**src/rtl/gray_step_arbiter.sv**
```systemverilog
// -----------------------------------------------------------------------------
// gray_step_arbiter
//
// Shares one enable-stepped 3-bit Gray counter between two requesters. Each
// requester asks for N counter steps. The arbiter grants round-robin and holds
// the counter enable high for exactly N cycles. It then returns the final Gray
// value, a wrap flag and a one-cycle acknowledge.
//
// Ports
//   Clk          clock, all state updates on the rising edge
//   Reset        synchronous, active-high reset
//   Req0/Req1    level job requests, held until the matching Ack
//   Steps0/1     requested step counts, sampled at grant
//   Ack0/Ack1    one-cycle job-complete pulses
//   Grant        one-hot current owner ({Req1,Req0} order), 00 when idle
//   Busy         high whenever the FSM is outside IDLE
//   Result       Gray value captured at job end, held until the next capture
//   Wrap         set when the last job passed 100 -> 000, held with Result
//   Cnt_En       enable to the shared counter (decode of the RUN state only)
//   Cnt_Reset    reset to the shared counter (passthrough of Reset)
//   Cnt_Output   registered output of the shared counter
// -----------------------------------------------------------------------------
module gray_step_arbiter #(
  parameter int STEP_W = 4
) (
  input  logic              Clk,
  input  logic              Reset,
  input  logic              Req0,
  input  logic [STEP_W-1:0] Steps0,
  input  logic              Req1,
  input  logic [STEP_W-1:0] Steps1,
  output logic              Ack0,
  output logic              Ack1,
  output logic [1:0]        Grant,
  output logic              Busy,
  output logic [2:0]        Result,
  output logic              Wrap,
  output logic              Cnt_En,
  output logic              Cnt_Reset,
  input  logic [2:0]        Cnt_Output
);

  typedef enum logic [1:0] {
    IDLE   = 2'd0,
    RUN    = 2'd1,
    SETTLE = 2'd2,
    DONE   = 2'd3
  } state_t;

  // Last code before the counter rolls back to 000.
  localparam logic [2:0] GRAY_TOP = 3'b100;

  state_t            state, state_nxt;
  logic [1:0]        grant_r, grant_nxt;
  logic [STEP_W-1:0] remaining, remaining_nxt;
  logic              wrap_int, wrap_int_nxt;
  // ptr = 0 favours requester 0, ptr = 1 favours requester 1.
  logic              ptr, ptr_nxt;
  logic [2:0]        result_r, result_nxt;
  logic              wrap_r, wrap_nxt;

  logic [1:0]        sel;
  logic [STEP_W-1:0] steps_sel;

  // Round-robin pick: a lone request always wins, a tie goes to the
  // pointer-favoured requester.
  function automatic logic [1:0] arbitrate(input logic r0, input logic r1,
                                           input logic fav1);
    logic [1:0] pick;
    if (r0 && r1) begin
      pick = fav1 ? 2'b10 : 2'b01;
    end else begin
      pick = {r1, r0};
    end
    return pick;
  endfunction

  assign sel       = arbitrate(Req0, Req1, ptr);
  assign steps_sel = sel[1] ? Steps1 : Steps0;

  // State register
  always_ff @(posedge Clk) begin
    if (Reset) begin
      state     <= IDLE;
      grant_r   <= 2'b00;
      remaining <= '0;
      wrap_int  <= 1'b0;
      ptr       <= 1'b0;
      result_r  <= 3'b000;
      wrap_r    <= 1'b0;
    end else begin
      state     <= state_nxt;
      grant_r   <= grant_nxt;
      remaining <= remaining_nxt;
      wrap_int  <= wrap_int_nxt;
      ptr       <= ptr_nxt;
      result_r  <= result_nxt;
      wrap_r    <= wrap_nxt;
    end
  end

  // Next-state logic
  always_comb begin
    state_nxt     = state;
    grant_nxt     = grant_r;
    remaining_nxt = remaining;
    wrap_int_nxt  = wrap_int;
    ptr_nxt       = ptr;
    result_nxt    = result_r;
    wrap_nxt      = wrap_r;

    case (state)
      IDLE: begin
        if (sel != 2'b00) begin
          grant_nxt     = sel;
          remaining_nxt = steps_sel;
          wrap_int_nxt  = 1'b0;
          // After serving requester 0, favour requester 1, and vice versa.
          ptr_nxt       = sel[0];
          if (steps_sel == '0) begin
            // Zero-step job: report the counter as it stands, no enable pulse.
            state_nxt  = DONE;
            result_nxt = Cnt_Output;
            wrap_nxt   = 1'b0;
          end else begin
            state_nxt = RUN;
          end
        end
      end

      RUN: begin
        remaining_nxt = remaining - 1'b1;
        // Seeing 100 during an enabled cycle means this edge rolls to 000.
        if (Cnt_Output == GRAY_TOP) begin
          wrap_int_nxt = 1'b1;
        end
        // The <= also covers an impossible 0, so RUN can never spin.
        if (remaining <= 1) begin
          state_nxt = SETTLE;
        end
      end

      SETTLE: begin
        // The counter has registered the final step by now.
        result_nxt = Cnt_Output;
        wrap_nxt   = wrap_int;
        state_nxt  = DONE;
      end

      DONE: begin
        state_nxt = IDLE;
        grant_nxt = 2'b00;
      end

      default: begin
        state_nxt = IDLE;
        grant_nxt = 2'b00;
      end
    endcase
  end

  // Outputs are pure decodes of registered state, so there is no path from
  // Req to Cnt_En or Ack.
  assign Cnt_En    = (state == RUN);
  assign Busy      = (state != IDLE);
  assign Ack0      = (state == DONE) && grant_r[0];
  assign Ack1      = (state == DONE) && grant_r[1];
  assign Grant     = grant_r;
  assign Result    = result_r;
  assign Wrap      = wrap_r;
  assign Cnt_Reset = Reset;

endmodule

```
**config.mk**
```make
export PLATFORM = sky130hd
export DESIGN_NAME = gray_step_arbiter
export DESIGN_NICKNAME = d
export VERILOG_FILES = /design/src/rtl/gray_step_arbiter.sv
export SDC_FILE = /design/constraint.sdc
export NUM_CORES = 1
export LEC_CHECK = 0
export ABC_AREA = 0
export BUFFER_PORTS_ARGS = -buffer_cell sky130_fd_sc_hd__clkbuf_2
export CORE_MARGIN = 8
export CORE_UTILIZATION = 47
export DETAILED_ROUTE_END_ITERATION = 16
export PLACE_DENSITY_LB_ADDON = 0.05
export SLEW_MARGIN = 5
export SYNTH_ARGS = -nofsm -noshare
export SYNTH_HDL_FRONTEND = slang
export SYNTH_SLANG_ARGS = --single-unit
```
**constraint.sdc**
```tcl
create_clock -name Clk -period 1.5 [get_ports Clk]
set_input_delay 0.3 -clock Clk [delete_from_list [all_inputs] [get_ports Clk]]
set_output_delay 0.3 -clock Clk [all_outputs]
set_load 0.1 [all_outputs]
```
==> impl_metrics.toml, run 1 <==
[status]
status = "finished with violations"
violations = "negative setup slack"

[die]
start_util_pct = 48.0
num_rows = 17
die_y_um = 62.9
die_width_um = 62.9
io_pins = 26
die_area_um2 = 3950
core_um2 = 2150

[finish]
drive_above_1_share_pct = 45.8
diodes = 0
fin_cells = 196
seqCellArea_um2 = 292
syn_to_final_growth_pct = 48.2
multi_input_area_um2 = 769
nNetsFinal = 191
final_design_area_no_fill_um2 = 1530
nFillCells = 163

[worst_setup_path]
cp.required_ns = 1.20
critPathMaxFanout = 5
r2r-start = "remaining[0]$_SDFFE_PP0P_"
crit_type = "register to output port"
path_cells = "inv_4 -> ha_4 -> buf_6 -> clkinvlp_4 -> buf_12"
cp_num_buf_inv = 4
slowest_stage = "dfxtp_4"
critPathCaptureType = "output port"
cpPeakStageDelay_ns = 0.37
critPathTopFamily = "buffers and inverters"
start_kind = "register"
critPathLaunch = "state[0]$_SDFFE_PP0P_"
cp.arrival_ns = 1.28

[cts]
htree_num_levels = 1
cts_made_buffers = 3
cts_tree = "yes"
clock-root-buffer = "clkbuf_4"
clock_sinks = 14
clkTransAtPathRegs_ns = 0.10
clkLatencyLatePin_ns = 0.29
clk_path_buf_depth = 2

[logic_synthesis]
async_flop_share_pct = 0
syn-num-nets = 150
ys.flop_type = "dfxtp_1"
synth_cell_types = 43
yosys_warnings = 0
ys_seq_area_share_pct = 27.2
synth-edff-count = 0
netlist_area_um2 = 1030
postSynthCellCount = 128
syn_area_per_cell_um2 = 8.06
yosys_register_bits = 14

[placement]
dp_hpwl_mm = 2.24
io_buffers = 25
gp_routability_congestion = 0.891
place_inst = 188
place_area_um2 = 1400

[timing]
layout_setup_ws_ns = -0.0815
layout_min_cycle_time_ns = 1.58
hold_slack_ns = 0.295
relSlewSlack_pct = 63.9
clock_skew_ns = 0.00689
setup_viol = 8
clock.fmax_mhz = 632
worst_pin_slew_ns = 0.543
rsz0062_at_grt = "yes"
drv_slew = 0
hold_viol = 0
period_share_pct = 105

[job]
cap_violations = 0

[power_and_ir_drop]
ir_worst_vdd_v = 0.00185
p_leak_nw = 0.646
powerDensity_nw_per_um2 = 2100
p_total_mw = 3.21

[global_routing]
antenna_found_initial = 0
grt_usage_pct = 14.6
gr-total-overflow = 0
grt_start_max_net_pins = 17
grt_pass1_vias = 1046
grt_pass1_wl_mm = 4.93

[drt]
routed_wl_mm = 2.96
drt-vias-per-instance = 5.77
drtPass1Iterations = 4
ant_nets = 0
drc = 0
post_drt_wl_per_cell_um = 15.1
routed-via-count = 1131
initialDrtViolationCount = 80

[min_path]
hp-class = "primary input to register"
hold_path_startpoint = "Cnt_Output[1]"
## routing by layer
| metal | share of wire, % | track usage, % | vias to the layer above |
|---|---|---|---|
| met4 | 0.47 | 4.27 | 0 |
| met3 | 5.3 | 3.41 | 2 |
| met5 | 0 | 0 | - |
| li1 | - | - | 567 |
| met1 | 47 | 19.7 | 525 |
| met2 | 47 | 22.2 | 37 |
## cells by family after synthesis
logic type	after synthesis	synth area share [%]
simple gates	58	32.5
fa+ha+maj	7	8.48
mux	1	0.970
compound gates	34	24.4
buf+inv	14	6.55
flops	14	27.2
## final timing paths
check	endpoint	slack, ns	depth (start not counted)
setup / recovery	Busy	-0.08	5
hold / removal	Result[1]$_SDFFE_PP0P_	0.29	3
setup reg to reg	state[0]$_SDFFE_PP0P_	-0.08	6
hold reg to reg	Grant[0]$_SDFFE_PP0P_	0.52	2
## report_power, final
part	leakage [nW]	switching, mW	internal [mW]	total, mW
Clock	0.0210	0.142	0.148	0.290
Combinational	0.507	1.32	0.973	2.29
Sequential	0.117	0.117	0.515	0.632
## flip-flops by register name, summed over array words and instances, names as in the netlist
register / cells
remaining: 4
Result: 3
Grant: 2
state: 2
Wrap: 1
ptr: 1
wrap_int: 1
## cells in the mapped netlist (all sizes together), types with 2 or more instances
| cell type | instances | share of area [%] |
|---|---|---|
| and2 | 2 | 1.2 |
| inv | 7 | 2.5 |
| nand3 | 14 | 6.8 |
| buf | 5 | 3.3 |
| nor4 | 2 | 1.2 |
| a21oi | 5 | 2.4 |
| nor2b | 2 | 1.2 |
| o21ai | 10 | 5.2 |
| dfxtp | 14 | 27 |
| o211ai | 2 | 1.9 |
| o31ai | 2 | 1.5 |
| ha | 7 | 8.5 |
| nor3 | 2 | 0.97 |
| nand2 | 4 | 1.5 |
| nor2 | 11 | 4.0 |
| clkbuf | 2 | 0.73 |
| and3 | 4 | 2.4 |
| nor3b | 9 | 7.0 |
| o32ai | 2 | 2.4 |
| or4 | 3 | 2.5 |
| a32oi | 5 | 4.2 |
## through the flow
stage | utilization (%) | setup TNS (ns) | worst slack (ns)
3_5_place_dp | 65.0 | -0.284 | -0.0694
6_report | 71.2 | -0.320 | -0.0815
5_1_grt | 71.2 | -1.05 | -0.145
3_3_place_gp | 65.0 | -0.0928 | -0.0487
2_1_floorplan | - | -0.213 | -0.0648
4_1_cts | 68.5 | -0.618 | -0.0986
## layout make-up
class | instances | share of cell area [%]
inverters | 7 | 2.45
clock buffers | 4 | 2.37
multi-input cells | 100 | 50.3
flip-flops and latches | 14 | 19.1
well taps | 28 | 2.29
repair buffers | 43 | 23.5
## worst reg2reg max path, stage by stage (launching register included)
cell,delay (ns)
dfxtp_2,0.35
inv_2,0.08
ha_4,0.13
nor2_1,0.04
o31a_1,0.31
or4_1,0.42
o211a_1,0.14
## layout by cell type (no fill, tap or decap), drive strengths merged, types with 2 or more instances in the layout
cell type  netlist  layout
dfxtp           14      14
clkbuf           2      22
o31ai            2       2
nand2            4       4
inv              7       6
and2             2       2
o21ai           10      10
or4              3       3
a32oi            5       5
and3             4       4
ha               7       7
o211ai           2       2
nor4             2       2
o32ai            2       2
nor3b            9       9
nor3             2       2
nor2b            2       2
nand3           14      14
a21oi            5       5
nor2            11      11
buf              5      25
## timing repair
item                                   CTS  global route
gates resized for setup                 10             9
endpoints found under the hold margin    0             0
pin swaps                                0             7
hold buffers                             0             0
setup endpoints to repair               10            14
buffers inserted                         1             3
Note: power is estimated with default switching activity, not from simulation.
==> inputs of run 2 (changes only) <==
--- a/config.mk
+++ b/config.mk
@@ -6,10 +6,12 @@
 export NUM_CORES = 1
 export LEC_CHECK = 0
 export ABC_AREA = 0
-export BUFFER_PORTS_ARGS = -buffer_cell sky130_fd_sc_hd__clkbuf_2
+export CELL_PAD_IN_SITES_DETAIL_PLACEMENT = 1
+export CELL_PAD_IN_SITES_GLOBAL_PLACEMENT = 1
 export CORE_MARGIN = 8
-export CORE_UTILIZATION = 47
+export CORE_UTILIZATION = 40
 export DETAILED_ROUTE_END_ITERATION = 16
+export DONT_BUFFER_PORTS = 1
 export PLACE_DENSITY_LB_ADDON = 0.05
 export SLEW_MARGIN = 5
 export SYNTH_ARGS = -nofsm -noshare
==> run 2 against run 1 <==
The run still ends with negative setup slack left; setup slack lost 0.069 ns; cell count is 5.1% lower; via count fell by 1.1%; total power is 11% higher; sequential share of layout area increased by 0.30 points; fmax fell by 4.2%; critical endpoint is now state[1]$_SDFFE_PP0P_; largest power group unchanged; highest routed layer unchanged.
==> impl_metrics.toml, run 2 (synthesis gave the netlist of run 1 again) <==
[status]
status = "finished with violations"
violations = "negative setup slack"

[drt]
ant_nets = 0
routed-via-count = 1119
post_drt_wl_per_cell_um = 21.5
routed_wl_mm = 3.99
drt-vias-per-instance = 6.02
drc = 0
initialDrtViolationCount = 72
drtPass1Iterations = 4

[timing]
drv_slew = 0
period_share_pct = 110
worst_pin_slew_ns = 0.482
clock_skew_ns = 0.0140
clock.fmax_mhz = 606
hold_viol = 0
hold_slack_ns = 0.0737
setup_viol = 9
layout_setup_ws_ns = -0.150
layout_min_cycle_time_ns = 1.65
relSlewSlack_pct = 67.6
rsz0062_at_grt = "yes"

[worst_setup_path]
cp.arrival_ns = 1.84
slowest_stage = "or4_4"
cp.required_ns = 1.69
critPathCaptureType = "register"
path_cells = "inv_2 -> ha_1 -> nor2_1 -> o31a_1 -> or4_4 -> o32ai_4"
crit_type = "register to register"
start_kind = "register"
critPathMaxFanout = 3
cp_num_buf_inv = 1
critPathTopFamily = "simple AND/OR/NAND/NOR gates"
cpPeakStageDelay_ns = 0.53

[die]
core_um2 = 2450
io_pins = 26
die_area_um2 = 4460
die_y_um = 66.8
num_rows = 18
start_util_pct = 42.0
die_width_um = 66.8

[cts]
clk_path_buf_depth = 2
htree_num_levels = 1
cts_tree = "yes"
clock_sinks = 14
clkTransAtPathRegs_ns = 0.10
clock-root-buffer = "clkbuf_4"
cts_made_buffers = 3
clkLatencyLatePin_ns = 0.29

[global_routing]
antenna_found_initial = 0
grt_usage_pct = 17.1
grt_pass1_vias = 1189
grt_start_max_net_pins = 24
grt_pass1_wl_mm = 5.91
gr-total-overflow = 0

[power_and_ir_drop]
powerDensity_nw_per_um2 = 2350
p_leak_nw = 0.590
ir_worst_vdd_v = 0.00185

[finish]
largest_reg_flops = 4
final_util_pct = 61.6
nNetsFinal = 179
drive_above_1_share_pct = 46.2
mostFrequentLayoutCells = "24 x buf_4, 14 x nand3_1, 8 x dfxtp_1, 8 x nor2_1, 6 x nor3b_1"
final_common_cell = "buf_4"
diodes = 0
syn_to_final_growth_pct = 46.5
largest_register = "remaining"

[placement]
gp_routability_congestion = 0.781
dp_hpwl_mm = 2.61
io_buffers = 0

[job]
cap_violations = 0

[min_path]
hp-class = "primary input to register"
run 2: cell count changes in the layout (fill, tap and decap cells not counted), sizes merged:
cell	delta
buf	+6
clkbuf	-18
run 2: area by class of cell:
| cell class | count | area, um2 |
|---|---|---|
| clock buffer | 4 | 26.3 |
| tap | 30 | 37.5 |
| inverter | 7 | 35.0 |
| multi-input combinational | 100 | 836 |
| timing repair buffer | 31 | 285 |
| fill | 275 | 942 |
| sequential | 14 | 293 |
run 2: worst paths after layout:
kind	from	end	slack, ns	cells past startpoint
hold / removal	Reset	Grant[0]$_SDFFE_PP0P_	0.07	1
setup reg to reg	remaining[1]$_SDFFE_PP0P_	state[1]$_SDFFE_PP0P_	-0.15	6
hold reg to reg	Grant[0]$_SDFFE_PP0P_	Grant[0]$_SDFFE_PP0P_	0.52	2
setup / recovery	remaining[1]$_SDFFE_PP0P_	state[1]$_SDFFE_PP0P_	-0.15	6
run 2: power by group:
part           leakage (nW)  switching [mW]  internal (mW)
Clock                0.0150           0.133          0.103
Sequential            0.118           0.124          0.518
Combinational         0.457            1.53           1.15
run 2: repair_timing:
item                       CTS  global route
pin swaps                    4             6
hold buffers                 0             0
setup buffers                7             4
gates resized for setup     25            15
setup endpoints to repair   14            16
run 2: metal layers:
| metal | wire (um) | track usage (%) | vias up |
|---|---|---|---|
| li1 | - | - | 539 |
| met1 | 1630 | 20.0 | 552 |
| met4 | 60 | 4.80 | 0 |
| met3 | 216 | 4.03 | 4 |
| met2 | 2090 | 30.0 | 24 |
| met5 | 0 | 0 | - |
run 2: stage by stage:
step	total power [mW]	setup WS (ns)	area, um2	setup TNS, ns	instances
finish	3.55	-0.150	1510	-0.553	186
global route	3.72	-0.226	1510	-0.981	186
CTS	3.21	-0.0705	1410	-0.277	182
detailed placement	2.55	-0.114	1240	-0.637	171
floorplan	2.06	-0.0648	1080	-0.213	128
global placement	2.47	-0.0570	1240	-0.118	171
==> inputs of run 3 (changes only) <==
--- a/config.mk
+++ b/config.mk
@@ -5,15 +5,15 @@
 export SDC_FILE = /design/constraint.sdc
 export NUM_CORES = 1
 export LEC_CHECK = 0
-export ABC_AREA = 0
+export ABC_AREA = 1
 export CELL_PAD_IN_SITES_DETAIL_PLACEMENT = 1
 export CELL_PAD_IN_SITES_GLOBAL_PLACEMENT = 1
 export CORE_MARGIN = 8
-export CORE_UTILIZATION = 40
+export CORE_UTILIZATION = 38
 export DETAILED_ROUTE_END_ITERATION = 16
 export DONT_BUFFER_PORTS = 1
 export PLACE_DENSITY_LB_ADDON = 0.05
-export SLEW_MARGIN = 5
+export SLEW_MARGIN = 20
 export SYNTH_ARGS = -nofsm -noshare
 export SYNTH_HDL_FRONTEND = slang
 export SYNTH_SLANG_ARGS = --single-unit
==> run 3 against run 2 <==
The run still ends with negative setup slack left; die area down 5.1%; combinational power down 15%; sequential share of layout area rose by 3.9 points; flip-flop and latch count unchanged; cell area decreased by 16%; via count down 15%; first-iteration DRC count decreased by 44%; wire length shrank 25%; clock skew decreased by 0.0075 ns; count of clock-buffer cells in the layout did not move; non-clock buffer count is 12 lower; register-to-register slack better by 0.18 ns; highest routed layer unchanged.
==> impl_metrics.toml, run 3 <==
[status]
status = "finished with violations"
violations = "negative setup slack"

[drt]
routed_wl_mm = 3.00
drt-vias-per-instance = 5.23
drtPass1Iterations = 4
ant_nets = 0
routed-via-count = 947
post_drt_wl_per_cell_um = 16.6
initialDrtViolationCount = 40
drc = 0

[die]
start_util_pct = 40.6
io_pins = 26
core_um2 = 2250
die_area_um2 = 4230
die_width_um = 65.1
die_y_um = 65.1
num_rows = 17

[timing]
drv_slew = 0
tns_ns = -0.0170
worst_pin_slew_ns = 0.304
hold_slack_ns = 0.0488
relSlewSlack_pct = 79.5
clock.fmax_mhz = 662
rsz0062_at_grt = "yes"
setup_viol = 2
period_share_pct = 101
hold_viol = 0
layout_setup_ws_ns = -0.00984
clock_skew_ns = 0.00646
layout_min_cycle_time_ns = 1.51

[logic_synthesis]
synth_cell_types = 22
synth_common_cells = "31 x nand2_1, 19 x inv_1, 17 x a21oi_1"
ys_seq_area_share_pct = 30.6
yosys_warnings = 0
postSynthCellCount = 133
yosysMostFrequentCell = "nand2_1"
synth_area_leaders = "dfxtp_1 31%, nand2_1 13%, ha_1 9.6%"
ys.flop_type = "dfxtp_1"
netlist_area_um2 = 915
async_flop_share_pct = 0
syn_area_per_cell_um2 = 6.88
synth_top_area_share_pct = 30.6
yosys_register_bits = 14
yosysTopAreaCell = "dfxtp_1"
syn-num-nets = 155
synth-edff-count = 0

[worst_setup_path]
critPathCaptureType = "output port"
slowest_stage = "dfxtp_4"
critPathMaxFanout = 4
crit_type = "register to output port"
cp.required_ns = 1.20
ff2ff_setup_slack_ns = 0.03
start_kind = "register"
cp.arrival_ns = 1.21
cpPeakStageDelay_ns = 0.38
path_cells = "inv_4 -> ha_2 -> buf_12"

[finish]
largest_reg_flops = 4
largest_register = "remaining"
nFillCells = 291
diodes = 0
nNetsFinal = 176
multi_input_area_um2 = 626
final_util_pct = 56.4
mostFrequentLayoutCells = "26 x nand2_1, 16 x a21oi_1, 15 x buf_4, 13 x inv_1, 11 x nand3_1"
final_design_area_no_fill_um2 = 1270
seqCellArea_um2 = 297
final_common_cell = "nand2_1"
drive_above_1_share_pct = 39.9
syn_to_final_growth_pct = 39.1

[cts]
htree_num_levels = 1
clkLatencyLatePin_ns = 0.29
cts_tree = "yes"
hold_buffers = 0
clkTransAtPathRegs_ns = 0.10
clock_sinks = 14
clock-root-buffer = "clkbuf_4"
clk_path_buf_depth = 2
cts_made_buffers = 3

[global_routing]
grt_pass1_wl_mm = 4.31
gr-total-overflow = 0
grt_start_max_net_pins = 10
antenna_found_initial = 0
grt_pass1_vias = 934
grt_usage_pct = 12.8

[power_and_ir_drop]
seqPwrFrac_pct = 20.9
p_sw_mw = 1.76
swShare_pct = 54.1
p_comb_share_pct = 70.0
powerDensity_nw_per_um2 = 2560
p_leak_nw = 0.584
ir_worst_vdd_v = 0.00154
clockPowerShare_pct = 9.1
p_int_mw = 1.49

[placement]
preCtsSetupSlack_ns = 0.0253
gp_routability_congestion = 0.785
dp_hpwl_mm = 2.05
place_area_um2 = 1070
io_buffers = 0

[job]
cap_violations = 0

[min_path]
hp-class = "primary input to register"
## run 3: cell types whose count changed after synthesis, sizes merged, moves of 3 or more
cell / previous run / this run
or4: 3 / 0
nor3b: 9 / 0
and3: 4 / 0
o21ai: 10 / 5
inv: 7 / 20
buf: 5 / 1
a32oi: 5 / 0
nand2: 4 / 36
a21oi: 5 / 17
## run 3: through the flow
step	instances	power [mW]
after floorplan	133	2.08
after global placement	170	2.42
after detailed placement	170	2.47
after CTS	174	2.84
after global routing	181	3.46
final	181	3.25
## run 3: layer usage
metal / GRT usage [%] / up-vias / part of all wire, %
met4: 5.99 / 0 / 2.8
met5: 0 / - / 0
li1: - / 466 / -
met3: 3.26 / 10 / 3.0
met2: 22.9 / 14 / 56
met1: 13.8 / 457 / 38
## run 3: path summary, 6_finish.rpt
path                    startpoint                    end  cells after the start
max          state[1]$_SDFFE_PP0P_                 Cnt_En                      3
min                          Reset  Grant[1]$_SDFFE_PP0P_                      1
max reg2reg  state[0]$_SDFFE_PP0P_  state[0]$_SDFFE_PP0P_                      8
min reg2reg       ptr$_SDFFE_PP0P_       ptr$_SDFFE_PP0P_                      2
## run 3: what timing repair did
| action | CTS | global route |
|---|---|---|
| buffers inserted | 0 | 7 |
| gates resized for setup | 9 | 24 |
| pin swaps | 0 | 7 |
| endpoints found under the setup margin | 5 | 15 |
## run 3: cells by family after synthesis
kind of cell	count (synthesis)	synth area share (%)
compound gates	25	14.9
simple gates	62	32.4
fa+ha+maj	7	9.58
buf+inv	23	10.5
xor+xnor	2	1.92
flops	14	30.6
## run 3: area by class of cell
type / count / area share, %
Multi-Input combinational cell: 96 / 49.2
Tap cell: 28 / 2.75
Timing Repair Buffer: 19 / 14.7
Inverter: 20 / 7.18
Clock buffer: 4 / 2.85
Sequential cell: 14 / 23.3
## run 3: critical path: cells and delay by family (launching register included)
kind                       cells  cell delay [ns]
DFF                            1             0.38
buffers and inverters          2             0.26
adders and majority gates      1             0.26
## run 3: power by group through the flow
stage,clock network (mW),registers [mW],logic (mW)
4_1_cts,0.290,0.622,1.93
3_5_place_dp,0,0.624,1.84
3_3_place_gp,0,0.616,1.80
2_1_floorplan,0,0.889,1.19
5_1_grt,0.315,0.696,2.45
6_report,0.296,0.679,2.28
